[config.mk]
export PLATFORM = sky130hd
export DESIGN_NAME = password_game_core
export DESIGN_NICKNAME = d
export VERILOG_FILES = /design/src/rtl/password_game_pkg.sv /design/src/rtl/password_game_core_bcd_countdown.sv /design/src/rtl/password_game_core.sv
export SDC_FILE = /design/constraint.sdc
export NUM_CORES = 1
export LEC_CHECK = 0
export ABC_AREA = 1
export CAP_MARGIN = 20
export CORE_AREA = 4 4 92 94
export DETAILED_ROUTE_END_ITERATION = 6
export DIE_AREA = 0 0 96 98
export GPL_TIMING_DRIVEN = 1
export HOLD_SLACK_MARGIN = 0.1
export PLACE_DENSITY_LB_ADDON = 0.15
export SYNTH_ARGS = -nofsm -noshare
export SYNTH_HDL_FRONTEND = slang
export SYNTH_SLANG_ARGS = --single-unit
[constraint.sdc]
create_clock -name clk -period 5.3 [get_ports clk]
set_input_delay 0.53 -clock clk [delete_from_list [all_inputs] [get_ports clk]]
set_output_delay 0.53 -clock clk [all_outputs]
set_load 0.02 [all_outputs]
[src/rtl/password_game_pkg.sv]
// Shared types and helpers for the password game: FSM states, LFSR taps,
// per-level time budget and binary-to-BCD conversion.
package password_game_pkg;

  typedef enum logic [2:0] {
    IDLE,
    LOAD,
    PLAY,
    CHECK,
    ADVANCE,
    WIN,
    FAIL
  } state_t;

  // Galois feedback for taps 16,14,13,11 (right-shifting form)
  localparam logic [15:0] LFSR_TAPS = 16'hB400;

  function automatic logic [6:0] start_secs(input logic [3:0] lvl,
                                            input int unsigned startSecs,
                                            input int unsigned levelDec,
                                            input int unsigned minSecs);
    int budget;
    budget = int'(startSecs) - int'(lvl) * int'(levelDec);
    if (budget < int'(minSecs)) budget = int'(minSecs);
    return 7'(budget);
  endfunction

  function automatic logic [7:0] to_bcd(input logic [6:0] secs);
    logic [3:0] tens;
    logic [3:0] ones;
    tens = 4'(secs / 7'd10);
    ones = 4'(secs % 7'd10);
    return {tens, ones};
  endfunction

endpackage

[src/rtl/password_game_core_bcd_countdown.sv]
// Two-digit BCD down-counter with load; stops at 00.
module bcd_countdown (
  input  logic       clk,
  input  logic       reset,
  input  logic       load,
  input  logic [3:0] load_tens,
  input  logic [3:0] load_ones,
  input  logic       en,
  input  logic       tick,
  output logic [3:0] tens,
  output logic [3:0] ones,
  output logic       hit_zero
);

  logic step;

  assign step = en & tick & ((tens != 4'd0) | (ones != 4'd0));

  // Same-cycle flag so the owner can react to the expiring tick without a cycle of lag
  assign hit_zero = en & tick & (tens == 4'd0) & (ones == 4'd1);

  always_ff @(posedge clk or posedge reset) begin
    if (reset) begin
      tens <= 4'd0;
      ones <= 4'd0;
    end else if (load) begin
      tens <= load_tens;
      ones <= load_ones;
    end else if (step) begin
      if (ones == 4'd0) begin
        tens <= tens - 4'd1;
        ones <= 4'd9;
      end else begin
        ones <= ones - 4'd1;
      end
    end
  end

endmodule

[src/rtl/password_game_core.sv]
// Password game core: FSM, LFSR password source, guess checker with match
// mask/popcount, limited tries and a shrinking per-level countdown.
module password_game_core
  import password_game_pkg::*;
#(
  parameter int unsigned SW_WIDTH   = 10,
  parameter int unsigned NUM_LEVELS = 4,
  parameter int unsigned MAX_TRIES  = 3,
  parameter int unsigned START_SECS = 30,
  parameter int unsigned LEVEL_DEC  = 5,
  parameter int unsigned MIN_SECS   = 10,
  parameter logic [15:0] SEED       = 16'hACE1,
  localparam int unsigned CNT_W     = $clog2(SW_WIDTH + 1)
) (
  input  logic                clk,
  input  logic                reset,
  input  logic                start,
  input  logic                enter,
  input  logic [SW_WIDTH-1:0] guess,
  input  logic                sec_tick,
  output logic [SW_WIDTH-1:0] password,
  output logic [SW_WIDTH-1:0] match_mask,
  output logic [CNT_W-1:0]    match_count,
  output logic [3:0]          level,
  output logic [3:0]          tries_left,
  output logic [3:0]          time_tens,
  output logic [3:0]          time_ones,
  output logic                win,
  output logic                fail
);

  if (SW_WIDTH > 16 || SW_WIDTH < 1) begin : gBadWidth
    $error("password_game_core: SW_WIDTH must be 1..16");
  end
  if (START_SECS > 99) begin : gBadSecs
    $error("password_game_core: START_SECS must be <= 99");
  end
  if (SEED == 16'h0000) begin : gBadSeed
    $error("password_game_core: SEED must be nonzero");
  end

  localparam logic [3:0] LAST_LEVEL = 4'(NUM_LEVELS - 1);
  localparam logic [3:0] TRIES_INIT = 4'(MAX_TRIES);

  state_t                state;
  state_t                stateNext;
  logic [15:0]           lfsr;
  logic [15:0]           lfsrNext;
  logic                  enterQ;
  logic                  enterEdge;
  logic [SW_WIDTH-1:0]   guessQ;
  logic [SW_WIDTH-1:0]   guessNext;
  logic [SW_WIDTH-1:0]   passwordNext;
  logic [SW_WIDTH-1:0]   maskNext;
  logic [SW_WIDTH-1:0]   diffMask;
  logic [CNT_W-1:0]      countNext;
  logic [3:0]            levelNext;
  logic [3:0]            triesNext;
  logic                  winNext;
  logic                  failNext;
  logic                  timerLoad;
  logic                  timerExpire;
  logic [7:0]            budgetBcd;

  assign lfsrNext  = {1'b0, lfsr[15:1]} ^ (lfsr[0] ? LFSR_TAPS : 16'h0000);
  assign enterEdge = enter & ~enterQ;
  assign diffMask  = ~(guessQ ^ password);
  assign timerLoad = (state == LOAD);
  assign budgetBcd = to_bcd(start_secs(level, START_SECS, LEVEL_DEC, MIN_SECS));

  bcd_countdown uTimer (
    .clk       (clk),
    .reset     (reset),
    .load      (timerLoad),
    .load_tens (budgetBcd[7:4]),
    .load_ones (budgetBcd[3:0]),
    .en        (state == PLAY),
    .tick      (sec_tick),
    .tens      (time_tens),
    .ones      (time_ones),
    .hit_zero  (timerExpire)
  );

  always_ff @(posedge clk or posedge reset) begin
    if (reset) state <= IDLE;
    else       state <= stateNext;
  end

  // Next state and next values of every game register; hold by default
  always_comb begin
    stateNext    = state;
    guessNext    = guessQ;
    passwordNext = password;
    maskNext     = match_mask;
    countNext    = match_count;
    levelNext    = level;
    triesNext    = tries_left;
    winNext      = win;
    failNext     = fail;
    case (state)
      IDLE, WIN, FAIL: begin
        if (start) begin
          stateNext = LOAD;
          levelNext = 4'd0;
          winNext   = 1'b0;
          failNext  = 1'b0;
        end
      end
      LOAD: begin
        passwordNext = lfsr[SW_WIDTH-1:0];
        triesNext    = TRIES_INIT;
        maskNext     = '0;
        countNext    = '0;
        stateNext    = PLAY;
      end
      PLAY: begin
        // An expiring tick beats a same-cycle guess
        if (timerExpire) begin
          stateNext = FAIL;
          failNext  = 1'b1;
        end else if (enterEdge) begin
          guessNext = guess;
          stateNext = CHECK;
        end
      end
      CHECK: begin
        maskNext  = diffMask;
        countNext = CNT_W'($countones(diffMask));
        if (&diffMask) begin
          stateNext = ADVANCE;
        end else begin
          triesNext = tries_left - 4'd1;
          if (triesNext == 4'd0) begin
            stateNext = FAIL;
            failNext  = 1'b1;
          end else begin
            stateNext = PLAY;
          end
        end
      end
      ADVANCE: begin
        if (level == LAST_LEVEL) begin
          stateNext = WIN;
          winNext   = 1'b1;
        end else begin
          levelNext = level + 4'd1;
          stateNext = LOAD;
        end
      end
      default: stateNext = IDLE;
    endcase
  end

  always_ff @(posedge clk or posedge reset) begin
    if (reset) begin
      lfsr        <= SEED;
      enterQ      <= 1'b0;
      guessQ      <= '0;
      password    <= '0;
      match_mask  <= '0;
      match_count <= '0;
      level       <= 4'd0;
      tries_left  <= 4'd0;
      win         <= 1'b0;
      fail        <= 1'b0;
    end else begin
      lfsr        <= lfsrNext;
      enterQ      <= enter;
      guessQ      <= guessNext;
      password    <= passwordNext;
      match_mask  <= maskNext;
      match_count <= countNext;
      level       <= levelNext;
      tries_left  <= triesNext;
      win         <= winNext;
      fail        <= failNext;
    end
  end

endmodule

==> reports/summary.txt, run 1 <==
Reg-to-Reg Start - level[1]
syn nets - 515
NumNets Final - 579
CP max stage cell - dfrtp_1
Setup Skew - 0.00907 ns
Die W - 96 um
pin count of the biggest net entering global routing - 73
# resized after CTS - 0
Post-CTS Hold Fix Bufs - 0
Yosys warning count - 0
Iter 0 DRT Violations - 131
RSZ-0062 raised after global routing - no
Power Dens Cells - 671 nW/um2
final period utilization - 88.6%
dpl hpwl - 6730 um
initial antenna violation count - 0
critical path arrival - 4.97 ns
total wire length - 8960 um
share of cells above drive strength 1 - 14.0%
hold crit path type - reg2reg
Layout area overhead - 22.6%
WL/cell - 13.9 um
setup_tns - 0 ns
Die Span Y - 98 um
Netlist cell types - 41
full die area - 9410 um2
overall power - 3.38 mW
# diodes - 0
Post-CTS Setup Bufs - 0
# DRC - 0
R2R setup slack - 0.61 ns
Placed Area - 4780 um2
Worst-path clk slew - 0.08 ns
Worst path most repeated cell - nand2_1
flop and latch count out of synthesis - 72
clock period minus worst slack - 4.69 ns
clock tree from TritonCTS - done
via count - 3319
Clock Sinks - 72
Mapped Area - 4100 um2
first-pass GRT wire length - 15100 um
worst setup path endpoint - uTimer.ones[2]
root buffer cell - clkbuf_8
CTS Buffer Depth - 2
Mapped Cells - 474
Final Slew Violations - 0
CP Data Required Time - 5.58 ns
VDD IR max - 0.000279 V
post-route ant nets - 0
GRT Total Usage - 20.6%
Slew headroom - 40.6%
post-synthesis sequential area ratio - 44.2%
Max Cap Viol - 0
share of the synthesized area in the top cell type - 39.0%
CP Launch Type - flip-flop
r2r endpoint - uTimer.ones[2]
Peak Freq - 0.213 GHz
Row Count - 32
crit path max fanout - 7
first-pass detailed-route iteration total - 4
leakage power - 2.49 nW
Worst Reg-to-Reg Cells - 37
syn_area_per_cell - 8.65 um2
outcome - completed
top cells by area, synth - dfrtp_1 39%, nand2_1 11%, inv_1 6.6%
delay of the slowest critical-path stage - 0.47 ns
DR vias/cell - 5.15
num ports - 57
Synth area leader - dfrtp_1
Initial Util - 53.6%
Num CTS Buffers - 9
Hold Worst Slack - 0.358 ns
critical path endpoint category - flip-flop
GPL Wtd Cong - 0.852
Final Hold Fails - 0
number of global-route vias before repair - 3292
worst skew pair latency - 0.34 ns
Core Region - 7650 um2
Setup crit start - level[1]
htree depth - 3
IO buf count - 56
CP Class - reg2reg
worst-margin pin slew - 0.890 ns
Final Setup Violations - 0
GR Overflow Total - 0
Final Cell Area - 5030 um2
[how the worst min path moves through the flow]
stage              from        to  slack [ns]  cells past startpoint
3_5_place_dp   lfsr[12]  lfsr[11]        0.34                      0
5_1_grt         lfsr[6]   lfsr[5]        0.38                      0
6_report       lfsr[12]  lfsr[11]        0.36                      0
2_1_floorplan  lfsr[12]  lfsr[11]        0.33                      0
4_1_cts        lfsr[12]  lfsr[11]        0.36                      0
3_3_place_gp   lfsr[12]  lfsr[11]        0.34                      0
[cell usage in the layout, fill, tap and decap left out, types with 4 or more instances in the layout]
cell type / instances
a21oi_1: 8
a21oi_2: 4
clkbuf_8: 9
clkdlybuf4s50_1: 56
dfrtp_1: 64
dfstp_2: 8
fa_1: 6
ha_1: 20
inv_1: 71
inv_2: 8
mux2_2: 10
nand2_1: 115
nand2_2: 12
nand3_1: 17
nand3_2: 5
nand4_1: 9
nor2_1: 27
o21ai_0: 28
o22ai_1: 5
xnor2_1: 10
xor2_1: 10
[state kept, by name (all words and copies together), names as in the netlist]
signal,cells
lfsr,16
guessQ,10
match_mask,10
password,10
level,4
match_count,4
tries_left,4
uTimer.ones,4
uTimer.tens,4
state,3
enterQ,1
fail,1
win,1
[power breakdown]
part           switching (mW)  internal, mW
sequential              0.116         0.697
combinational            1.21         0.810
clock                   0.224         0.318
[critical path: cells and delay by family (launching register included)]
kind,cells,cell delay (ns)
fa+ha+maj,6,1.59
flops,1,0.47
simple gates,23,2.07
buf+inv,6,0.32
compound gates,2,0.19
[cell type report]
class | instances | area (um2)
sequential | 72 | 1810
inverter | 79 | 297
multi-input combinational | 318 | 1970
clock inverter | 7 | 124
tap | 102 | 128
clock buffer | 9 | 124
fill | 638 | 2620
timing repair buffer | 58 | 576
[metrics by stage]
stage                     worst slack, ns  util [%]  instances
after floorplan                      1.03         -        474
after global placement              0.906      62.5        629
after detailed placement            0.647      62.5        629
after CTS                           0.622      65.8        645
after global routing                0.155      65.8        645
final                               0.606      65.8        645
[routing by layer]
layer,share of wire [%],up-vias,global-route usage (%)
li1,-,1646,-
met1,44,1602,26.8
met2,51,59,34.1
met3,3.3,12,3.24
met4,1.6,0,7.99
met5,0,-,0
[cell families after synthesis]
group / count (synthesis) / share of synthesized area [%]
AO/OA/AOI/OAI: 60 / 8.76
XOR/XNOR: 20 / 4.27
adder cells (fa/ha/maj): 26 / 9.03
buffers and inverters: 84 / 7.78
flip-flops: 72 / 44.2
multiplexers: 10 / 2.75
AND/OR/NAND/NOR: 202 / 23.2
[cells in the mapped netlist (all sizes together)]
master,instances
fa,6
xor2,10
mux2,10
nor2,31
ha,20
o31ai,2
a31o,1
nand2,129
nor4,1
nand3b,2
xnor2,10
nand3,24
a22o,2
o2111ai,1
nor3,3
dfrtp,64
o311ai,1
o22ai,5
a31oi,1
or2,1
dfstp,8
nand4,10
a21oi,12
a22oi,2
clkbuf,4
a32o,1
a21o,1
and2,1
inv,79
o21ai,31
buf,1
No activity file was read; power rests on OpenSTA's default activity.
==> run 2, diff against run 1 <==
SLEW_MARGIN = 20   (was unset)
==> results of run 2 <==
Final layout, timing and power as in run 1 (identical DEF).
==> patch, RTL diff (flow settings as in run 1) <==
`START_SECS`: 30 -> 15.
--- a/src/rtl/password_game_core.sv
+++ b/src/rtl/password_game_core.sv
@@ -7,5 +7,5 @@
   parameter int unsigned NUM_LEVELS = 4,
   parameter int unsigned MAX_TRIES  = 3,
-  parameter int unsigned START_SECS = 30,
+  parameter int unsigned START_SECS = 15,
   parameter int unsigned LEVEL_DEC  = 5,
   parameter int unsigned MIN_SECS   = 10,
Behaviour: not the same (a bounded check fails within 4 cycles, from zero or initial values and one cycle with reset high).
==> patch against run 1 <==
Global-route usage down 1.1 points. Maximum frequency hardly changed. Non-clock buffer count unchanged. First-iteration DRC count shrank 5.3%. Sequential power is 2% lower. Core utilization decreased by 1.4 points. Sequential cell count is the same. Count of clock-buffer cells in the layout did not move. Routed wire length down 6.5%. Worst setup slack improved by 0.0033 ns. Area after synthesis shrank 1.2%. Final area is 2.1% lower. Power down 23%. Critical path type unchanged.
==> patch: results (changes against run 1) <==
| Metric | Value |
|---|---|
| Ranking of synthesized cells by area | `dfrtp_1 40%, nand2_1 9.9%, inv_1 6.8%` |
| Hold Crit Class | `flop to flop` |
| Vias in the first global route | `3,121 (-5.2%)` |
| Share of post-route cells with drive strength above 1 | `13.4% (-0.57 points)` |
| Pre-Repair DR Iteration Count | `5 (+1)` |
| Register area share after synthesis | `44.7% (+0.55 points)` |
| Data arrival time of the worst path | `4.92 ns (-0.05 ns)` |
| 1st-iter DRT viols | `124 (-5.3%)` |
| Warnings, synthesis | `0 (unchanged)` |
| Peak VDD IR | `329 µV (+18%)` |
| LEAKAGE | `2.41 nW (-3.1%)` |
| Post-Syn Nets | `502 (-2.5%)` |
| Slowest stage cell, crit path | `dfrtp_2` |
| First-pass GRT wire length | `14,600 µm (-3.1%)` |
| Unique masters post-synth | `41 (unchanged)` |
| Via count | `3,196 (-3.7%)` |
| Global Route Usage Sum | `19.5% (-1.1 points)` |
| Worst-path fanout max | `6 (-1)` |
| Final hold slack | `0.368 ns (+0.0103 ns)` |
| Largest net degree at the start of global routing | `42 (-42%)` |
| Final HPWL DP | `6600 µm (-1.9%)` |
| Outcome | `finished, final reports clean` |
| Final hold violation count | `0 (unchanged)` |
| GPL Wtd Cong | `0.864 (+1.4%)` |
| Clk_skew | `0.00729 ns (-0.00178 ns)` |
| Nets@finish | `566 (-2.2%)` |
| NetSw | `1.13 mW (-27%)` |
| Root Buffer | `clkbuf_8` |
| FILL cells | `667 (+4.5%)` |
| Least-Margin Pin Slew | `0.634 ns (-0.256 ns)` |
==> patch: cell count changes in the layout (fill, tap and decap cells not counted), sizes merged, moves of 2 or more <==
| cell | run 1 | this run |
|---|---|---|
| nand2 | 129 | 117 |
| nand3 | 24 | 31 |
| inv | 82 | 76 |
| a21oi | 12 | 9 |
| bufinv | 3 | 0 |
| clkinvlp | 1 | 4 |
| clkinv | 0 | 2 |
| nand4 | 10 | 12 |
| nor2 | 31 | 29 |
==> patch: cells by family (layout without fill, tap and decap cells) <==
kind of cell,after synthesis,count (layout),synth area share [%]
compound gates,56,56,8.12
xor+xnor,20,20,4.32
fa+ha+maj,27,27,9.45
buf+inv,80,149,7.66
flops,72,72,44.7
mux,10,10,2.78
simple gates,195,195,22.9
==> patch: worst paths after layout <==
path                            startpoint              to
worst max-delay path              level[1]  uTimer.ones[1]
worst min-delay path              lfsr[12]        lfsr[11]
worst max register to register    level[1]  uTimer.ones[1]
worst min register to register    lfsr[12]        lfsr[11]
max in group asynchronous            reset       guessQ[9]
min in group asynchronous            reset             win
==> patch: worst reg2reg max path: cells and delay by family, from the launching register on <==
kind	cells	cell delay, ns
fa+ha+maj	6	1.41
compound gates	1	0.05
buf+inv	8	0.48
flops	1	0.46
simple gates	22	2.19
==> patch: power groups by stage <==
stage,combinational (mW),clock [mW],sequential (mW)
finish,1.41,0.390,0.794
detailed placement,1.42,0,0.805
global placement,1.36,0,0.798
CTS,1.43,0.403,0.796
global route,1.61,0.427,0.815
floorplan,0.890,0,0.890
==> patch: layer usage <==
layer | vias up | wire [µm] | global-route usage [%]
met5 | - | 0 | 0
met4 | 0 | 95 | 4.92
met2 | 72 | 3840 | 29.4
li1 | 1612 | - | -
met3 | 8 | 388 | 5.01
met1 | 1504 | 4050 | 28.0
==> patch: layout make-up <==
| class | count | share of cell area (%) |
|---|---|---|
| Tap cell | 102 | 2.59 |
| Clock buffer | 9 | 2.52 |
| Clock inverter | 7 | 1.14 |
| Timing Repair Buffer | 58 | 11.7 |
| Multi-Input combinational cell | 308 | 39.5 |
| Inverter | 75 | 5.72 |
| Sequential cell | 72 | 36.8 |
==> patch: metrics by stage <==
stage / utilization (%) / std cells / setup WS, ns / total power, mW / cell area, µm²
6_report: 64.4 / 631 / 0.609 / 2.60 / 4920
5_1_grt: 64.4 / 631 / 0.0285 / 2.86 / 4920
4_1_cts: 64.2 / 631 / 0.497 / 2.63 / 4910
3_5_place_dp: 61.8 / 615 / 0.531 / 2.23 / 4730
3_3_place_gp: 61.8 / 615 / 0.777 / 2.16 / 4730
2_1_floorplan: - / 460 / 0.905 / 1.78 / 4050
==> patch: timing repair <==
| action | in CTS | in global routing |
|---|---|---|
| endpoints found under the setup margin | 0 | 3 |
| resized for setup | 0 | 4 |
| buffers inserted | 0 | 0 |
